**src/rtl/multi_dataflow_package.sv**
```systemverilog
// Shared types and default widths for the multi_dataflow kernel adapter control path.
package multi_dataflow_package;

    localparam int unsigned DEF_LEN_W  = 16;
    localparam int unsigned DEF_TILE_W = 16;
    localparam int unsigned DEF_CONF_W = 8;

    typedef enum logic [2:0] {
        ST_IDLE    = 3'd0,
        ST_CONF    = 3'd1,
        ST_STREAM  = 3'd2,
        ST_COMPUTE = 3'd3,
        ST_DRAIN   = 3'd4,
        ST_NEXT    = 3'd5,
        ST_DONE    = 3'd6
    } ctrl_state_t;

    typedef struct packed {
        logic [DEF_LEN_W-1:0]  len;
        logic [DEF_TILE_W-1:0] tiles;
        logic [DEF_CONF_W-1:0] conf_id;
    } ctrl_cfg_t;

    typedef struct packed {
        logic in1;
        logic in2;
        logic out;
    } ctrl_stream_req_t;

    function automatic logic all_granted(input ctrl_stream_req_t g);
        return g.in1 & g.in2 & g.out;
    endfunction

endpackage

```
**src/rtl/multi_dataflow_stream_req.sv**
```systemverilog
// Single streamer request/grant handshake: request held from open until its grant is sampled.
module multi_dataflow_stream_req (
    input  logic clk_i,
    input  logic rst_ni,
    input  logic clear_i,
    input  logic open_i,
    input  logic gnt_i,
    output logic req_o,
    output logic granted_o
);

    logic req_r;
    logic seen_r;

    // Request latch and grant-seen flag; a new open re-arms both.
    always_ff @(posedge clk_i or negedge rst_ni) begin
        if (!rst_ni) begin
            req_r  <= 1'b0;
            seen_r <= 1'b0;
        end else if (clear_i) begin
            req_r  <= 1'b0;
            seen_r <= 1'b0;
        end else if (open_i) begin
            req_r  <= 1'b1;
            seen_r <= 1'b0;
        end else if (req_r && gnt_i) begin
            req_r  <= 1'b0;
            seen_r <= 1'b1;
        end else begin
            req_r  <= req_r;
            seen_r <= seen_r;
        end
    end

    assign req_o     = req_r;
    // Includes the grant arriving this cycle so the FSM can leave STREAM without a bubble.
    assign granted_o = seen_r | (req_r & gnt_i);

endmodule

```
**src/rtl/multi_dataflow_ctrl_fsm.sv**
```systemverilog
// Job sequencer: configures the datapath, opens streams per tile, starts the kernel and
// counts its done pulses, then raises a completion event.
module multi_dataflow_ctrl_fsm
    import multi_dataflow_package::*;
#(
    parameter int unsigned LEN_W       = DEF_LEN_W,
    parameter int unsigned TILE_W      = DEF_TILE_W,
    parameter int unsigned CONF_W      = DEF_CONF_W,
    parameter int unsigned CONF_CYCLES = 2
) (
    input  logic              clk_i,
    input  logic              rst_ni,
    input  logic              clear_i,
    input  logic              job_start_i,
    input  logic [LEN_W-1:0]  cfg_len_i,
    input  logic [TILE_W-1:0] cfg_tiles_i,
    input  logic [CONF_W-1:0] cfg_conf_id_i,
    output logic [CONF_W-1:0] conf_id_o,
    output logic              conf_valid_o,
    output logic              in1_req_o,
    output logic              in2_req_o,
    output logic              out_req_o,
    input  logic              in1_gnt_i,
    input  logic              in2_gnt_i,
    input  logic              out_gnt_i,
    input  logic              out_done_i,
    output logic              kernel_start_o,
    input  logic              kernel_done_i,
    output logic              busy_o,
    output logic              evt_done_o,
    output logic              err_o,
    output logic [TILE_W-1:0] tile_idx_o
);

    localparam int unsigned CC_W = (CONF_CYCLES > 1) ? $clog2(CONF_CYCLES) : 1;
    localparam logic [CC_W-1:0] CONF_LAST = CC_W'(CONF_CYCLES - 1);

    ctrl_state_t       state_r;
    logic [LEN_W-1:0]  len_r;
    logic [TILE_W-1:0] tiles_r;
    logic [CONF_W-1:0] conf_id_r;
    logic [TILE_W-1:0] tile_cnt_r;
    logic [LEN_W-1:0]  out_cnt_r;
    logic [CC_W-1:0]   conf_cnt_r;
    logic              conf_valid_r;
    logic              kernel_start_r;
    logic              busy_r;
    logic              evt_done_r;
    logic              err_r;

    ctrl_stream_req_t  req_s;
    ctrl_stream_req_t  gnt_s;
    ctrl_stream_req_t  granted_s;
    logic              open_s;
    logic              last_tile_s;

    assign gnt_s       = '{in1: in1_gnt_i, in2: in2_gnt_i, out: out_gnt_i};
    assign last_tile_s = (tile_cnt_r == (tiles_r - TILE_W'(1)));

    // Open the streams in the cycle before STREAM is entered, so requests rise with the state.
    always_comb begin
        open_s = 1'b0;
        if (state_r == ST_CONF && conf_cnt_r == CONF_LAST) begin
            open_s = 1'b1;
        end else if (state_r == ST_NEXT && !last_tile_s) begin
            open_s = 1'b1;
        end else begin
            open_s = 1'b0;
        end
    end

    multi_dataflow_stream_req u_req_in1 (
        .clk_i     (clk_i),
        .rst_ni    (rst_ni),
        .clear_i   (clear_i),
        .open_i    (open_s),
        .gnt_i     (gnt_s.in1),
        .req_o     (req_s.in1),
        .granted_o (granted_s.in1)
    );

    multi_dataflow_stream_req u_req_in2 (
        .clk_i     (clk_i),
        .rst_ni    (rst_ni),
        .clear_i   (clear_i),
        .open_i    (open_s),
        .gnt_i     (gnt_s.in2),
        .req_o     (req_s.in2),
        .granted_o (granted_s.in2)
    );

    multi_dataflow_stream_req u_req_out (
        .clk_i     (clk_i),
        .rst_ni    (rst_ni),
        .clear_i   (clear_i),
        .open_i    (open_s),
        .gnt_i     (gnt_s.out),
        .req_o     (req_s.out),
        .granted_o (granted_s.out)
    );

    // Sequencer state, counters and registered control outputs.
    always_ff @(posedge clk_i or negedge rst_ni) begin
        if (!rst_ni) begin
            state_r        <= ST_IDLE;
            len_r          <= LEN_W'(0);
            tiles_r        <= TILE_W'(0);
            conf_id_r      <= CONF_W'(0);
            tile_cnt_r     <= TILE_W'(0);
            out_cnt_r      <= LEN_W'(0);
            conf_cnt_r     <= CC_W'(0);
            conf_valid_r   <= 1'b0;
            kernel_start_r <= 1'b0;
            busy_r         <= 1'b0;
            evt_done_r     <= 1'b0;
            err_r          <= 1'b0;
        end else if (clear_i) begin
            state_r        <= ST_IDLE;
            len_r          <= LEN_W'(0);
            tiles_r        <= TILE_W'(0);
            conf_id_r      <= CONF_W'(0);
            tile_cnt_r     <= TILE_W'(0);
            out_cnt_r      <= LEN_W'(0);
            conf_cnt_r     <= CC_W'(0);
            conf_valid_r   <= 1'b0;
            kernel_start_r <= 1'b0;
            busy_r         <= 1'b0;
            evt_done_r     <= 1'b0;
            err_r          <= 1'b0;
        end else begin
            kernel_start_r <= 1'b0;
            evt_done_r     <= 1'b0;
            err_r          <= err_r | (kernel_done_i & (state_r != ST_COMPUTE));
            case (state_r)
                ST_IDLE: begin
                    if (job_start_i) begin
                        len_r      <= cfg_len_i;
                        tiles_r    <= cfg_tiles_i;
                        conf_id_r  <= cfg_conf_id_i;
                        tile_cnt_r <= TILE_W'(0);
                        busy_r     <= 1'b1;
                        if (cfg_len_i == LEN_W'(0) || cfg_tiles_i == TILE_W'(0)) begin
                            state_r <= ST_DONE;
                        end else begin
                            state_r      <= ST_CONF;
                            conf_valid_r <= 1'b1;
                            conf_cnt_r   <= CC_W'(0);
                        end
                    end else begin
                        state_r <= ST_IDLE;
                    end
                end
                ST_CONF: begin
                    if (conf_cnt_r == CONF_LAST) begin
                        conf_valid_r <= 1'b0;
                        state_r      <= ST_STREAM;
                    end else begin
                        conf_cnt_r <= conf_cnt_r + CC_W'(1);
                    end
                end
                ST_STREAM: begin
                    if (all_granted(granted_s)) begin
                        state_r        <= ST_COMPUTE;
                        kernel_start_r <= 1'b1;
                        out_cnt_r      <= LEN_W'(0);
                    end else begin
                        state_r <= ST_STREAM;
                    end
                end
                ST_COMPUTE: begin
                    if (kernel_done_i) begin
                        if (out_cnt_r == (len_r - LEN_W'(1))) begin
                            state_r <= ST_DRAIN;
                        end else begin
                            out_cnt_r <= out_cnt_r + LEN_W'(1);
                        end
                    end else begin
                        state_r <= ST_COMPUTE;
                    end
                end
                ST_DRAIN: begin
                    if (out_done_i) begin
                        state_r <= ST_NEXT;
                    end else begin
                        state_r <= ST_DRAIN;
                    end
                end
                ST_NEXT: begin
                    if (last_tile_s) begin
                        state_r    <= ST_DONE;
                        evt_done_r <= 1'b1;
                    end else begin
                        tile_cnt_r <= tile_cnt_r + TILE_W'(1);
                        state_r    <= ST_STREAM;
                    end
                end
                ST_DONE: begin
                    // An empty job arrives here with the event not yet raised; hold one cycle to raise it.
                    if (evt_done_r) begin
                        state_r <= ST_IDLE;
                        busy_r  <= 1'b0;
                    end else begin
                        evt_done_r <= 1'b1;
                    end
                end
                default: begin
                    state_r <= ST_IDLE;
                    busy_r  <= 1'b0;
                end
            endcase
        end
    end

    assign conf_id_o      = conf_id_r;
    assign conf_valid_o   = conf_valid_r;
    assign in1_req_o      = req_s.in1;
    assign in2_req_o      = req_s.in2;
    assign out_req_o      = req_s.out;
    assign kernel_start_o = kernel_start_r;
    assign busy_o         = busy_r;
    assign evt_done_o     = evt_done_r;
    assign err_o          = err_r;
    assign tile_idx_o     = tile_cnt_r;

endmodule

```
**config.mk**
```make
export PLATFORM = sky130hd
export DESIGN_NAME = multi_dataflow_ctrl_fsm
export DESIGN_NICKNAME = d
export VERILOG_FILES = /design/src/rtl/multi_dataflow_package.sv /design/src/rtl/multi_dataflow_stream_req.sv /design/src/rtl/multi_dataflow_ctrl_fsm.sv
export SDC_FILE = /design/constraint.sdc
export NUM_CORES = 1
export LEC_CHECK = 0
export BUFFER_PORTS_ARGS = -buffer_cell sky130_fd_sc_hd__buf_2
export CAP_MARGIN = 20
export CORE_UTILIZATION = 35
export DETAILED_ROUTE_END_ITERATION = 8
export SYNTH_ARGS = -nofsm -noshare
export SYNTH_HDL_FRONTEND = slang
export SYNTH_SLANG_ARGS = --single-unit
export TNS_END_PERCENT = 1
```
**constraint.sdc**
```tcl
create_clock -name clk_i -period 5.25 [get_ports clk_i]
set_input_delay 0.7875 -clock clk_i [delete_from_list [all_inputs] [get_ports clk_i]]
set_output_delay 0.7875 -clock clk_i [all_outputs]
set_load 0.005 [all_outputs]
```
# After elaboration in Yosys (flattened, before gate mapping)
# Index checks and enable logic that the tools add are counted.
dict set report op_classes {
  add_sub_neg 5
  eq_ne 19
  n_mux 71
  bitwise 10
  n_reduce_logical 26
}
# cell n
set op_table {}
lappend op_table {{$mux 16} 13}
lappend op_table {{$pmux 16 s2} 2}
lappend op_table {{$mux 1} 40}
lappend op_table {{$add 16x1->16 const B} 2}
lappend op_table {{$eq 16x16->1} 2}
lappend op_table {{$logic_not 16->1} 2}
lappend op_table {{$sub 16x1->16 const B} 2}
lappend op_table {{$mux 3} 8}
lappend op_table {{$mux 8} 3}
lappend op_table {{$ne 3x3->1 const B} 8}
lappend op_table {{$pmux 3 s7} 1}
lappend op_table {{$reduce_bool 3->1} 6}
lappend op_table {{$reduce_and 3->1} 4}
lappend op_table {{$eq 3x3->1 const B} 3}
lappend op_table {{$reduce_and 4->1} 2}
lappend op_table {{$and 1x1->1} 6}
lappend op_table {{$eq 3x2->1 const B} 2}
lappend op_table {{$pmux 1 s2} 3}
lappend op_table {{$logic_and 1x1->1} 5}
lappend op_table {{$reduce_or 5->1} 1}
lappend op_table {{$ne 4x4->1 const B} 1}
lappend op_table {{$or 1x1->1} 4}
lappend op_table {{$reduce_bool 2->1} 2}
lappend op_table {{$eq 3x1->1 const B} 1}
lappend op_table {{other kinds (8)} 8}
dict set report totals {
  ff_bits 87
  input_bits 49
  output_inout_bits 32
  wordCells 149
}

# Longest topological paths before layout
dict set report depth {
  ltp_word 8
  mapped_depth 13
  ltp_nobuf 10
}

# By module
# A second synthesis with hierarchy kept.
dict set report hier_totals {
  hier_cells 644
  hier_area_um2 5431.5
}
# mod instances cells_each area_per_inst_um2 seq_area_each_um2
set modules_own_cells {}
lappend modules_own_cells {multi_dataflow_ctrl_fsm 1 623 5176.2 2026.9}
lappend modules_own_cells {multi_dataflow_stream_req 3 7 85.1 50.0}

# Worst setup path before layout
# OpenSTA, ideal clock, no wires.
dict set report synth_path {
  kind {register to register}
  start {reg len_r[0]}
  end {reg out_cnt_r[14]}
  setup_ns 0.119
  t_arrival_ns 2.515
  t_required_ns 5.131
  setup_slack_ns 2.616
  stages_incl_launch_ff 10
  path_buffers 1
  synth_period_minus_slack_ns 2.634
  path_cell_list {dfrtp_1 nor3_4 nand3_4 or3_1 and2_0 or4b_4 o31ai_4 buf_6 nor4_1 o21a_1}
}
dict set report synth_between {
  elab_chain_cells 4
}
# item line_no
set synth_lines {}
lappend synth_lines {{start, declared} multi_dataflow_ctrl_fsm.sv:39} ;# logic [LEN_W-1:0] len_r;
lappend synth_lines {{start signal, assigned} multi_dataflow_ctrl_fsm.sv:137} ;# len_r <= cfg_len_i;
lappend synth_lines {{$sub 16x1->16} multi_dataflow_ctrl_fsm.sv:172} ;# if (out_cnt_r == (len_r - LEN_W'(1))) begin
lappend synth_lines {{$eq 16x16->1} multi_dataflow_ctrl_fsm.sv:172}
lappend synth_lines {{$ne 3x3->1 (no source line)} --}
lappend synth_lines {{$reduce_and 4->1 (no source line)} --}
lappend synth_lines {{end signal, assigned} multi_dataflow_ctrl_fsm.sv:175} ;# out_cnt_r <= out_cnt_r + LEN_W'(1);
lappend synth_lines {{end, declared} multi_dataflow_ctrl_fsm.sv:43} ;# logic [LEN_W-1:0] out_cnt_r;
# Every way passes these cells.
# A chain may end at the register's enable or synchronous reset.

# Final worst setup path
dict set report layout_path {
  start {reg tiles_r[6]}
  end {reg tile_cnt_r[12] (netlist: tile_idx_o[12])}
}
dict set report layout_between {
  elab_chain_cells 4
}
# item line_no
set layout_lines {}
lappend layout_lines {{start, declared} multi_dataflow_ctrl_fsm.sv:40} ;# logic [TILE_W-1:0] tiles_r;
lappend layout_lines {{start signal, assigned} multi_dataflow_ctrl_fsm.sv:138} ;# tiles_r <= cfg_tiles_i;
lappend layout_lines {{$sub 16x1->16} multi_dataflow_ctrl_fsm.sv:58} ;# assign last_tile_s = (tile_cnt_r == (tiles_r - TILE_W'(1)));
lappend layout_lines {{$eq 16x16->1} multi_dataflow_ctrl_fsm.sv:58}
lappend layout_lines {{$ne 3x3->1 (no source line)} --}
lappend layout_lines {{$reduce_and 3->1 (no source line)} --}
lappend layout_lines {{end signal, assigned} multi_dataflow_ctrl_fsm.sv:193} ;# tile_cnt_r <= tile_cnt_r + TILE_W'(1);
lappend layout_lines {{end, declared} multi_dataflow_ctrl_fsm.sv:42} ;# logic [TILE_W-1:0] tile_cnt_r;
# Every way passes these cells.

==> results.sh <==
export IMPL_cp_endpoint="tile_idx_o[12]$_DFFE_PN0P_"
export IMPL_layout_min_cycle_time_ns=3.24
export IMPL_gp_congestion=0.856
export IMPL_mostFrequentLayoutCells="125 x nand2_1, 87 x dfrtp_1, 79 x buf_2"
export IMPL_clkSinkCount=87
export IMPL_cp_depth=8
export IMPL_cts_tree="built"
export IMPL_tightest_slew_ns=0.923
export IMPL_p_leak_nw=2.73
export IMPL_whs_ns=0.311
export IMPL_grt_usage=0.191
export IMPL_max_slew_margin=0.381
export IMPL_hold_viol_final=0
export IMPL_place_area_mm2=0.00593
export IMPL_synthCells=650
export IMPL_worstSetupEndpointType="flop"
export IMPL_skew_ns=0.0146
export IMPL_final_common_cell="nand2_1"
export IMPL_root_buffer="clkbuf_16"
export IMPL_syn_area_per_cell_um2=8.34
export IMPL_clk_pin_slew_ns=0.07
export IMPL_slew_violations=0
export IMPL_cp_startpoint="tiles_r[6]$_DFFE_PN0P_"
export IMPL_drc_errors=0
export IMPL_synth_edf_count=0
export IMPL_fmax_ghz=0.309
export IMPL_switching_share=0.350
export IMPL_synth_seq_area_share=0.401
export IMPL_antenna_found_initial=0
export IMPL_grt_max_degree=70
export IMPL_core_area_mm2=0.0151
export IMPL_dp_hpwl_um=10500
export IMPL_slowest_stage="o2111a_1"
export IMPL_cts_made_buffers=9
export IMPL_die_h_um=126
export IMPL_slowest_delay_ns=0.67
export IMPL_ys_ff_latch=87
export IMPL_clkPwrFrac=0.319
export IMPL_rr_worst_depth=8
export IMPL_power_internal_mw=1.29
export IMPL_power_per_cell_area_mw_per_mm2=319
export IMPL_clock_path_buffers=2
export IMPL_ys_types=74
export IMPL_period_share=0.617
export IMPL_ios=81
export IMPL_post_cts_setup_buffer_count=0
export IMPL_critPathLaunchType="flop"
export IMPL_crit_family="compound AO/OA/AOI/OAI gates"
export IMPL_ir_worst_vdd_mv=0.160
export IMPL_synthArstFlopShare=1.00
export IMPL_wl_per_cell_um=16.3
export IMPL_cts_resized_gates=0
export IMPL_die_w_um=126
export IMPL_vias=5011
export IMPL_cpMostUsedCell="o21ai_0"
export IMPL_viasPerCell=5.58
export IMPL_firstDrtPassIters=5
export IMPL_drt_iter0_drc=294
export IMPL_grt_pass1_wl_um=24300
export IMPL_pwr_share_seq=0.402
export IMPL_fin_setup_tns_ns=0
export IMPL_rr_startpoint="tiles_r[6]$_DFFE_PN0P_"
export IMPL_syn_nets=703
export IMPL_crit_chain="nor4_2 -> and4_1 -> mux2_1 -> a31oi_1 -> o2111a_1 -> o21a_1 -> o21ai_0 -> o21ai_0"
export IMPL_nets=758
export IMPL_reg2reg_to="tile_idx_o[12]$_DFFE_PN0P_"
export IMPL_synth_main_ff_cell="dfrtp_1"
export IMPL_power_mw=1.99
export IMPL_htree_num_levels=3
export IMPL_cap_viol_max_count=0
export IMPL_ctsHoldBuffers=0
export IMPL_path_class="reg -> reg"
export IMPL_p_comb_frac=0.279
export IMPL_setup_ws_ns=2.01
export IMPL_worstPathRequired_ns=5.53
export IMPL_rows=45
export IMPL_num_antenna_cells=0
export IMPL_area_growth_pct=14.7
export IMPL_syn_area_mm2=0.00542
export IMPL_drive_gt1_frac=0.173
export IMPL_die_area_mm2=0.0160
export IMPL_setup_violations=0
export IMPL_grt_overflow=0
export IMPL_initial_core_util=0.358
export IMPL_outcome="finished, final reports clean"
export IMPL_hold_path_class="in -> async"
export IMPL_design_area_mm2=0.00622
export IMPL_clk_latency_ns=0.36
export IMPL_yosys_warnings=0
export IMPL_antenna_left=0
export IMPL_worstPathArrival_ns=3.52
export IMPL_p_sw_mw=0.695
export IMPL_grt_pass1_vias=4897
export IMPL_portBuffers=80
export IMPL_dp_slack_ns=2.05
export IMPL_path_buf_inv=0
export IMPL_r2r_slack_ns=2.01
export IMPL_drt_wl_total_um=14600
export IMPL_path_max_fanout=18
export IMPL_rsz0062_at_grt="false"
## Yosys cell counts, drive strengths merged, types with 4 or more instances
cell type | number | area, um2
nor2 | 36 | 145
clkbuf | 34 | 128
o21ai | 35 | 175
nor3 | 9 | 61.3
ha | 4 | 50.1
a211oi | 5 | 37.5
or2 | 4 | 25.0
and3 | 9 | 56.3
a31oi | 7 | 43.8
nor4 | 29 | 215
nand2 | 125 | 469
o31ai | 11 | 96.3
buf | 6 | 35.0
nand2b | 9 | 56.3
nand3 | 22 | 123
or4 | 8 | 60.1
dfrtp | 87 | 2180
and4 | 4 | 35.0
xnor2 | 18 | 158
or3 | 8 | 50.1
mux2 | 4 | 45.0
nand4 | 15 | 93.8
xor2 | 22 | 193
nand3b | 7 | 56.3
and2 | 6 | 37.5
a21oi | 65 | 325
inv | 13 | 48.8
## worst register-to-register path, stage by stage (launching register included)
cell and delay (ns):
dfrtp_1 0.45, nor4_2 0.47, and4_1 0.33, mux2_1 0.33
a31oi_1 0.13, o2111a_1 0.67, o21a_1 0.49, o21ai_0 0.18
o21ai_0 0.10
## flip-flops by register name, indices dropped and copies added (netlist names), 3 cells and up
name and flops:
tile_idx_o 16, state_r 3, out_cnt_r 16, len_r 16, conf_id_o 8, tiles_r 16
## worst min path at each step
stage / end / slack, ns / cells after the start
3_3_place_gp: err_o$_DFF_PN0_ / 0.48 / 2
4_1_cts: conf_id_o[7]$_DFFE_PN0P_ / 0.31 / 1
5_1_grt: len_r[15]$_DFFE_PN0P_ / 0.32 / 1
2_1_floorplan: u_req_in2.seen_r$_DFFE_PN0P_ / 0.46 / 2
3_5_place_dp: u_req_out.seen_r$_DFFE_PN0P_ / 0.49 / 2
6_report: conf_id_o[7]$_DFFE_PN0P_ / 0.31 / 1
## routing by layer
metal / share of wire / global-route usage
met1: 0.47 / 0.249
met2: 0.47 / 0.306
met3: 0.040 / 0.0498
met4: 0.022 / 0.0680
met5: 0 / 0
## stage by stage
step,instances,utilization
after global routing,898,0.411
after global placement,882,0.391
after detailed placement,882,0.391
after floorplan,650,-
final,898,0.411
after CTS,898,0.411
## final cells by class
| type | instances | area [um2] |
|---|---|---|
| Tap cell | 188 | 235 |
| Inverter | 14 | 52.6 |
| Fill cell | 1532 | 8930 |
| Clock buffer | 11 | 253 |
| Clock inverter | 5 | 38.8 |
| Timing Repair Buffer | 84 | 433 |
| Sequential cell | 87 | 2180 |
| Multi-Input combinational cell | 509 | 3030 |
## power by group through the flow
stage	sequential (mW)	combinational, mW	clock (mW)
floorplan	0.774	0.435	0
global placement	0.806	0.542	0
detailed placement	0.809	0.553	0
CTS	0.797	0.556	0.654
global route	0.807	0.624	0.686
finish	0.797	0.555	0.634
## logic make-up (layout without fill, tap and decap cells)
group	count (synthesis)	after routing	synth area share
and+or+nand+nor	299	299	0.288
AOI/OAI and AO/OA	160	160	0.185
DFF	87	87	0.401
buffers and inverters	54	114	0.0397
xor gates and xnor gates	40	40	0.0646
muxes	6	6	0.0120
adders and majority gates	4	4	0.00923
Power figures use the tool's default switching activity.
